### config.mk
export PLATFORM = sky130hd
export DESIGN_NAME = mem_refill_arbiter_flat
export DESIGN_NICKNAME = d
export VERILOG_FILES = /design/src/rtl/mem_refill_arbiter_if.sv /design/src/rtl/mem_refill_arbiter.sv /design/src/flat_wrapper.sv
export SDC_FILE = /design/constraint.sdc
export NUM_CORES = 1
export LEC_CHECK = 0
export ABC_AREA = 1
export ABC_CLOCK_PERIOD_IN_PS = 2000
export BUFFER_PORTS_ARGS = -buffer_cell sky130_fd_sc_hd__buf_2
export CAP_MARGIN = 20
export CELL_PAD_IN_SITES_DETAIL_PLACEMENT = 0
export CELL_PAD_IN_SITES_GLOBAL_PLACEMENT = 1
export CORE_AREA = 4 4 287 289
export DETAILED_ROUTE_END_ITERATION = 8
export DIE_AREA = 0 0 291 293
export PLACE_DENSITY_LB_ADDON = 0.1
export REMOVE_ABC_BUFFERS = 1
export SLEW_MARGIN = 10
export SYNTH_ARGS = -nofsm -noshare
export SYNTH_HDL_FRONTEND = slang
export SYNTH_SLANG_ARGS = --single-unit
### constraint.sdc
create_clock -name clk -period 2 [get_ports clk]
set_input_delay 0.2 -clock clk [delete_from_list [all_inputs] [get_ports clk]]
set_output_delay 0.2 -clock clk [all_outputs]
set_load 0.01 [all_outputs]
### src/rtl/mem_refill_arbiter_if.sv
// Bundle of cache-side and memory-side signals for mem_refill_arbiter.
//   slave  : arbiter view (takes requests and memory read data, drives acks,
//            refill lines, the memory request and busy)
//   master : surrounding-logic view (caches and memory model)
interface mem_refill_arbiter_if #(
  parameter int unsigned ADDR_W = 32,
  parameter int unsigned LINE_W = 128
);
  logic              ic_req;
  logic [ADDR_W-1:0] ic_addr;
  logic              ic_ack;
  logic [LINE_W-1:0] ic_rdata;
  logic              dc_req;
  logic              dc_we;
  logic [ADDR_W-1:0] dc_addr;
  logic [LINE_W-1:0] dc_wdata;
  logic              dc_ack;
  logic [LINE_W-1:0] dc_rdata;
  logic              mem_en;
  logic              mem_we;
  logic [ADDR_W-1:0] mem_addr;
  logic [LINE_W-1:0] mem_wdata;
  logic [LINE_W-1:0] mem_rdata;
  logic              busy;

  modport slave (
    input  ic_req, ic_addr, dc_req, dc_we, dc_addr, dc_wdata, mem_rdata,
    output ic_ack, ic_rdata, dc_ack, dc_rdata,
           mem_en, mem_we, mem_addr, mem_wdata, busy
  );

  modport master (
    output ic_req, ic_addr, dc_req, dc_we, dc_addr, dc_wdata, mem_rdata,
    input  ic_ack, ic_rdata, dc_ack, dc_rdata,
           mem_en, mem_we, mem_addr, mem_wdata, busy
  );
endinterface

### src/rtl/mem_refill_arbiter.sv
// Shares one fixed-latency main-memory port between the icache (line reads)
// and the dcache (line reads and write-backs). Ties are resolved round-robin.
// The granted request is latched and held on the memory port for
// MEM_LATENCY cycles, then the owner gets a one-cycle ack with its line.
//   clk, rst_n : clock, asynchronous active-low reset
//   bus        : ic_*/dc_* cache handshakes, mem_* memory port, busy
module mem_refill_arbiter #(
  parameter int unsigned MEM_LATENCY = 10,
  parameter int unsigned ADDR_W      = 32,
  parameter int unsigned LINE_W      = 128
) (
  input  logic                  clk,
  input  logic                  rst_n,
  mem_refill_arbiter_if.slave   bus
);

  typedef enum logic [1:0] {S_IDLE, S_ACCESS, S_RESP} state_e;
  typedef enum logic {OWN_IC, OWN_DC} owner_e;

  localparam logic [7:0] CNT_LOAD = 8'(MEM_LATENCY - 1);

  state_e            state_q;
  owner_e            owner_q;
  owner_e            last_grant_q;
  logic [7:0]        cnt_q;
  logic [ADDR_W-1:0] addr_q;
  logic [LINE_W-1:0] wdata_q;
  logic [LINE_W-1:0] ic_rdata_q;
  logic [LINE_W-1:0] dc_rdata_q;
  logic              ic_ack_q;
  logic              dc_ack_q;
  logic              mem_en_q;
  logic              mem_we_q;
  logic              busy_q;

  logic              grant_valid_d;
  owner_e            grant_d;

  always_comb begin
    grant_valid_d = bus.ic_req | bus.dc_req;
    if (bus.ic_req && bus.dc_req) begin
      grant_d = (last_grant_q == OWN_DC) ? OWN_IC : OWN_DC;
    end else if (bus.ic_req) begin
      grant_d = OWN_IC;
    end else begin
      grant_d = OWN_DC;
    end
  end

  always_ff @(posedge clk or negedge rst_n) begin
    if (!rst_n) begin
      state_q      <= S_IDLE;
      owner_q      <= OWN_IC;
      last_grant_q <= OWN_DC;
      cnt_q        <= '0;
      addr_q       <= '0;
      wdata_q      <= '0;
      ic_rdata_q   <= '0;
      dc_rdata_q   <= '0;
      ic_ack_q     <= 1'b0;
      dc_ack_q     <= 1'b0;
      mem_en_q     <= 1'b0;
      mem_we_q     <= 1'b0;
      busy_q       <= 1'b0;
    end else begin
      ic_ack_q <= 1'b0;
      dc_ack_q <= 1'b0;
      case (state_q)
        S_IDLE: begin
          if (grant_valid_d) begin
            owner_q      <= grant_d;
            last_grant_q <= grant_d;
            cnt_q        <= CNT_LOAD;
            mem_en_q     <= 1'b1;
            busy_q       <= 1'b1;
            state_q      <= S_ACCESS;
            if (grant_d == OWN_IC) begin
              addr_q   <= {bus.ic_addr[ADDR_W-1:4], 4'b0000};
              mem_we_q <= 1'b0;
            end else begin
              addr_q   <= {bus.dc_addr[ADDR_W-1:4], 4'b0000};
              mem_we_q <= bus.dc_we;
              wdata_q  <= bus.dc_wdata;
            end
          end
        end
        S_ACCESS: begin
          if (cnt_q == '0) begin
            // mem_we_q doubles as the latched transaction direction.
            if (!mem_we_q) begin
              if (owner_q == OWN_IC) ic_rdata_q <= bus.mem_rdata;
              else                   dc_rdata_q <= bus.mem_rdata;
            end
            ic_ack_q <= (owner_q == OWN_IC);
            dc_ack_q <= (owner_q == OWN_DC);
            mem_en_q <= 1'b0;
            mem_we_q <= 1'b0;
            state_q  <= S_RESP;
          end else begin
            cnt_q <= cnt_q - 8'd1;
          end
        end
        S_RESP: begin
          busy_q  <= 1'b0;
          state_q <= S_IDLE;
        end
        default: state_q <= S_IDLE;
      endcase
    end
  end

  assign bus.ic_ack    = ic_ack_q;
  assign bus.dc_ack    = dc_ack_q;
  assign bus.ic_rdata  = ic_rdata_q;
  assign bus.dc_rdata  = dc_rdata_q;
  assign bus.mem_en    = mem_en_q;
  assign bus.mem_we    = mem_we_q;
  assign bus.mem_addr  = addr_q;
  assign bus.mem_wdata = wdata_q;
  assign bus.busy      = busy_q;

endmodule

### src/flat_wrapper.sv
// flat-port wrapper written by rule: the top's interface ports become plain ports
module mem_refill_arbiter_flat 
#(
  parameter int unsigned MEM_LATENCY = 10,
  parameter int unsigned ADDR_W      = 32,
  parameter int unsigned LINE_W      = 128
)
  (clk, rst_n, bus_ic_req, bus_ic_addr, bus_dc_req, bus_dc_we, bus_dc_addr, bus_dc_wdata, bus_mem_rdata, bus_ic_ack, bus_ic_rdata, bus_dc_ack, bus_dc_rdata, bus_mem_en, bus_mem_we, bus_mem_addr, bus_mem_wdata, bus_busy);
  mem_refill_arbiter_if #(.ADDR_W(ADDR_W), .LINE_W(LINE_W)) bus_i ();
  input  logic clk;
  input  logic rst_n;
  input wire logic [$bits(bus_i.ic_req)-1:0] bus_ic_req;
  input wire logic [$bits(bus_i.ic_addr)-1:0] bus_ic_addr;
  input wire logic [$bits(bus_i.dc_req)-1:0] bus_dc_req;
  input wire logic [$bits(bus_i.dc_we)-1:0] bus_dc_we;
  input wire logic [$bits(bus_i.dc_addr)-1:0] bus_dc_addr;
  input wire logic [$bits(bus_i.dc_wdata)-1:0] bus_dc_wdata;
  input wire logic [$bits(bus_i.mem_rdata)-1:0] bus_mem_rdata;
  output wire logic [$bits(bus_i.ic_ack)-1:0] bus_ic_ack;
  output wire logic [$bits(bus_i.ic_rdata)-1:0] bus_ic_rdata;
  output wire logic [$bits(bus_i.dc_ack)-1:0] bus_dc_ack;
  output wire logic [$bits(bus_i.dc_rdata)-1:0] bus_dc_rdata;
  output wire logic [$bits(bus_i.mem_en)-1:0] bus_mem_en;
  output wire logic [$bits(bus_i.mem_we)-1:0] bus_mem_we;
  output wire logic [$bits(bus_i.mem_addr)-1:0] bus_mem_addr;
  output wire logic [$bits(bus_i.mem_wdata)-1:0] bus_mem_wdata;
  output wire logic [$bits(bus_i.busy)-1:0] bus_busy;
  assign bus_i.ic_req = bus_ic_req;
  assign bus_i.ic_addr = bus_ic_addr;
  assign bus_i.dc_req = bus_dc_req;
  assign bus_i.dc_we = bus_dc_we;
  assign bus_i.dc_addr = bus_dc_addr;
  assign bus_i.dc_wdata = bus_dc_wdata;
  assign bus_i.mem_rdata = bus_mem_rdata;
  assign bus_ic_ack = bus_i.ic_ack;
  assign bus_ic_rdata = bus_i.ic_rdata;
  assign bus_dc_ack = bus_i.dc_ack;
  assign bus_dc_rdata = bus_i.dc_rdata;
  assign bus_mem_en = bus_i.mem_en;
  assign bus_mem_we = bus_i.mem_we;
  assign bus_mem_addr = bus_i.mem_addr;
  assign bus_mem_wdata = bus_i.mem_wdata;
  assign bus_busy = bus_i.busy;
  mem_refill_arbiter #(.MEM_LATENCY(MEM_LATENCY), .ADDR_W(ADDR_W), .LINE_W(LINE_W)) u_core (.clk(clk), .rst_n(rst_n), .bus(bus_i));
endmodule
* After elaboration in Yosys (flattened, before gate mapping)
Cells that the tools add are included.
** Operators by class
- Mux-type cells :: 21
- Bitwise gates (word level) :: 3
- Add/sub/neg operators :: 1
- Reductions and logical operators :: 13
- Eq/ne operators :: 5
** Operators by type and width (number)
- two-way mux 32 bit :: 1
- two-way mux 8 bit :: 2
- case mux 8 bit (2 select lines) :: 1
- two-way mux 1 bit :: 11
- AND reduction 3 bit :: 3
- zero test 8 bit :: 1
- AND reduction 4 bit :: 2
- subtractor 8 x 1 -> 8 bit (second input constant) :: 1
- case mux 1 bit (2 select lines) :: 3
- AND reduction 2 bit :: 3
- two-way mux 2 bit :: 2
- != test 2 x 1 -> 1 bit (second input constant) :: 2
- case mux 2 bit (2 select lines) :: 1
- nonzero test 2 bit :: 2
- == test 2 x 1 -> 1 bit (second input constant) :: 1
- == test 2 bit (second input constant) :: 1
- zero test 2 bit :: 1
- != test 2 bit (second input constant) :: 1
- inverter 1 bit :: 2
- logical AND 1 bit :: 1
- bitwise OR 1 bit :: 1
** Word-level totals
- Logic and storage cells :: 56
- Flip-flop bits (word level) :: 433

* Depth between registers and ports, before layout
- Depth after elaboration :: 5
- Gate-level depth with buffers :: 9
- Mapped depth without buffers :: 9

* Worst setup path after synthesis
OpenSTA, ideal clock, no wires.
- Path kind :: reg2reg
- Start point :: register u_core.cnt_q[0]
- End point :: register u_core.ic_rdata_q[5] (netlist: u_core.bus.ic_rdata[5])
- Cell stages (with the launch flop) :: 10
- Data arrival time :: 1.532 ns
- Period minus slack after synthesis :: 1.659 ns
- Library setup time :: 0.127 ns
- Path slack :: 0.341 ns
- Path through :: dfrtp_1 > inv_1 > ha_1 > nand3_1 > nor2_4 > nand4_4 > buf_2 > buf_2 > nand2_1 > o21ai_1
** On the way
- Word-level cells in the longest chain between the ends :: 2
** Ends and longest elaborated chain
- start: declaration :: line mem_refill_arbiter.sv:25 : logic [7:0] cnt_q;
- start signal: assignment :: line mem_refill_arbiter.sv:100 : cnt_q <= cnt_q - 8'd1;
- zero test 8 bit :: line mem_refill_arbiter.sv:88 : if (cnt_q == '0) begin
- AND reduction 4 bit (no line)
- end signal: assignment :: line mem_refill_arbiter.sv:91 : if (owner_q == OWN_IC) ic_rdata_q <= bus.mem_rdata;
- end: declaration :: line mem_refill_arbiter.sv:28 : logic [LINE_W-1:0] ic_rdata_q;
Every way passes these cells.
A chain may end at the register's enable or synchronous reset.

* Worst setup path after layout
- Start point :: register u_core.cnt_q[1]
- End point :: register u_core.ic_rdata_q[127] (netlist: u_core.bus.ic_rdata[127])
Same word-level chain as after synthesis.

==> flow_summary_export.csv <==
group,metric,value,unit
setup_path,cpPeakStageDelay,0.37,ns
sta,hold_viol_final,0,
drt,detail-route-antenna-nets,0,
sta,grt_setup_unrepaired,"false",
sta,max_freq,0.5719,GHz
logic_synthesis,synth_compound_area_frac,0.09569,
logic_synthesis,synthArstFlopShare,1.000,
logic_synthesis,yosysWarnings,0,
cts,cts_sinks,429,
sta,whs,0.1414,ns
sta,clock_skew,0.02152,ns
setup_path,reg2reg_setup_slack,0.25,ns
global_route,grt_pass1_wl,104.1,mm
sta,setup_violations,0,
logic_synthesis,synth-edff-count,0,
logic_synthesis,syn_inst,1780,
power_and_ir_drop,powerDensity,1506,mW/mm^2
logic_synthesis,synth.top_cell.area_share,0.6399,
setup_path,r2r_cells,9,
sta,maxSlewViolCount,0,
power_and_ir_drop,total_power,40.20,mW
finish,nets,3153,
min_path,min_path_type,"in -> async",
logic_synthesis,synth_commonest_cells,"575 x nand2_1, 428 x dfrtp_1, 272 x o21ai_1, 147 x inv_1, 136 x nand3_1",
setup_path,cp-start-kind,"register",
die,start_util,0.2095,
setup_path,required,2.47,ns
logic_synthesis,netlist_area,0.01674,sq mm
cts,clock_latency,0.60,ns
drt,drc_errors,0,
logic_synthesis,yosysTopAreaCell,"dfrtp_1",
placed_design,gp_congestion,0.7833,
die,fp.coreArea,0.07990,sq mm
setup_path,r2r-end,"u_core.bus.ic_rdata[127]",
global_route,grt_usage,0.1550,
global_route,grt_max_degree,86,
setup_path,critPathKind,"reg -> reg",
global_route,grt_pass1_vias,16630,
logic_synthesis,synth_area_leaders,"dfrtp_1 64%, nand2_1 13%, o21ai_1 8.1%",
drt,routed_wl,68.13,mm
die,die_x,291,microns
finish,fin_util,0.3342,
die,dieArea,0.08526,sq mm
setup_path,cpMaxStageDelayCell,"dfrtp_1",
setup_path,path_cells,"inv_1 > ha_1 > nand3_1 > nor2_4 > nand4_4 > buf_12 > buf_4 > nand2_1 > o21ai_0",
sta,worst_pin_slew,0.5833,ns
power_and_ir_drop,p_leak,14.18,nW
drt,num_vias,15780,
cts,cts-root-buf,"clkbuf_16",
drt,avgRoutedWirePerCell,17.34,microns
logic_synthesis,synth_top_family_by_area,"simple AND/OR/NAND/NOR gates",
finish,area_growth,59.54,%
logic_synthesis,synth-adder-area-share,0.0007476,
die,pin_count,746,
drt,via_per_inst,4.016,
placed_design,dpl.hpwl,50.32,mm
cts,cts_tree,"yes",
die,num_rows,104,
drt,firstDrtPassIters,5,
logic_synthesis,yosysMostFrequentCell,"nand2_1",
cts,cts_buffer_depth,3,
die,die_height,293,microns
cts,cts_setup_buffers,0,
setup_path,cp.arrival,2.22,ns
finish,n_antenna_cell,0,
run,maxCapViolations,0,
finish,drive_gt1_frac,0.3063,
cts,cts.clk_slew.worst_paths,0.06,ns
setup_path,crit_path_max_fanout,24,
cts,htreeDepth,2,
setup_path,rr_startpoint,"u_core.cnt_q[1]",
logic_synthesis,synth-xor-area-share,0.0005233,
cts,cts_made_buffers,54,
logic_synthesis,synth.mux.area_fraction,0,
logic_synthesis,synth-seq-cells,429,
global_route,grt_overflow,0,
global_route,antenna_found_initial,1,
sta,period_share,0.8742,
logic_synthesis,synthDistinctLibCells,23,
logic_synthesis,yosysSeqAreaShare,0.6415,
run_status,status,"finished clean",
drt,drt_iter0_drc,742,
logic_synthesis,postSynthAreaPerCell,9.403,sq um
power_and_ir_drop,peakVddDrop,0.0006637,V
logic_synthesis,synth-main-ff-cell,"dfrtp_1",
sta,post-route-min-period,1.748,ns
placed_design,port_buffers,733,
sta,relSlewSlack,0.6111,
setup_path,worstSetupEndpointType,"register",
logic_synthesis,yosys.area_share.simple,0.1858,
==> per-layer routing <==
layer / vias to the layer above / share of wire / GRT usage
li1: 7749 / - / -
met1: 7436 / 0.41 / 0.1878
met2: 499 / 0.48 / 0.2673
met3: 96 / 0.079 / 0.05019
met4: 2 / 0.025 / 0.03975
met5: - / 0.00019 / 0
==> layout by cell type (no fill, tap or decap), types with 24 or more instances in the layout <==
cell	count
buf_12	30
buf_2	732
buf_4	24
clkbuf_16	54
dfrtp_1	428
dlygate4sd3_1	314
inv_1	147
nand2_1	573
nand3_1	136
nor2_1	44
o21ai_0	46
o21ai_1	272
==> critical path, delay by kind of cell (launching register included) <==
kind | cells | cell delay (ns)
DFF | 1 | 0.37
buffers and inverters | 3 | 0.48
AOI/OAI and AO/OA | 1 | 0.08
and+or+nand+nor | 4 | 0.50
adders and majority gates | 1 | 0.20
==> registers in the layout, indices dropped and copies added (netlist names) <==
register,cells
u_core.bus.busy,1
u_core.bus.dc_ack,1
u_core.bus.dc_rdata,128
u_core.bus.ic_ack,1
u_core.bus.ic_rdata,128
u_core.bus.mem_addr,28
u_core.bus.mem_en,1
u_core.bus.mem_wdata,128
u_core.bus.mem_we,1
u_core.cnt_q,8
u_core.last_grant_q,1
u_core.owner_q,1
u_core.state_q,2
==> cell families (layout without fill, tap and decap cells) <==
group                      count (synthesis)  after routing
adders and majority gates                  1              1
xor gates and xnor gates                   1              1
and+or+nand+nor                          766            766
AOI/OAI and AO/OA                        320            320
other                                      1              4
buffers and inverters                    262           1349
DFF                                      429            429
==> repair_timing <==
| action | CTS | global route |
|---|---|---|
| resized for setup | 0 | 0 |
| endpoints found under the hold margin | 603 | 0 |
| hold buffers | 314 | 0 |
==> report_power, final <==
part           switching, mW  leakage, nW  total (mW)  internal, mW
Sequential              2.24         5.03        15.2          13.0
Clock                   3.90        0.848        9.42          5.52
Combinational           9.42         8.31        15.6          6.15
Total                   15.6         14.2        40.2          24.6
==> metrics by stage <==
stage                     setup TNS (ns)  cell area (sq um)  setup WS [ns]  instances
after floorplan                 -1098.84              16040         -4.815       1670
after global placement                 0              21850         0.2279       3517
after detailed placement               0              21850         0.2180       3517
after CTS                              0              26700         0.2250       3930
after global routing                   0              26700        0.08192       3930
final                                  0              26700         0.2515       3930
==> cell type report <==
type / instances / area, sq um
timing repair buffer: 1101 / 7602
clock inverter: 16 / 138.9
tap: 1060 / 1326
multi-input combinational: 1092 / 4768
fill: 8619 / 53190
clock buffer: 83 / 1570
inverter: 149 / 559.3
sequential: 429 / 10740
==> worst max-delay path by stage <==
stage / startpoint / end / slack (ns) / cells after the start
after floorplan: u_core.state_q[1] / u_core.bus.mem_wdata[0] / -4.81 / 6
after global placement: u_core.cnt_q[1] / u_core.bus.ic_rdata[36] / 0.23 / 9
after detailed placement: u_core.cnt_q[1] / u_core.bus.ic_rdata[127] / 0.22 / 9
final: u_core.cnt_q[1] / u_core.bus.ic_rdata[127] / 0.25 / 9
after global routing: u_core.cnt_q[1] / u_core.bus.ic_rdata[127] / 0.08 / 9
after CTS: u_core.cnt_q[1] / u_core.bus.ic_rdata[127] / 0.22 / 9
No activity file was read; power rests on OpenSTA's default activity.
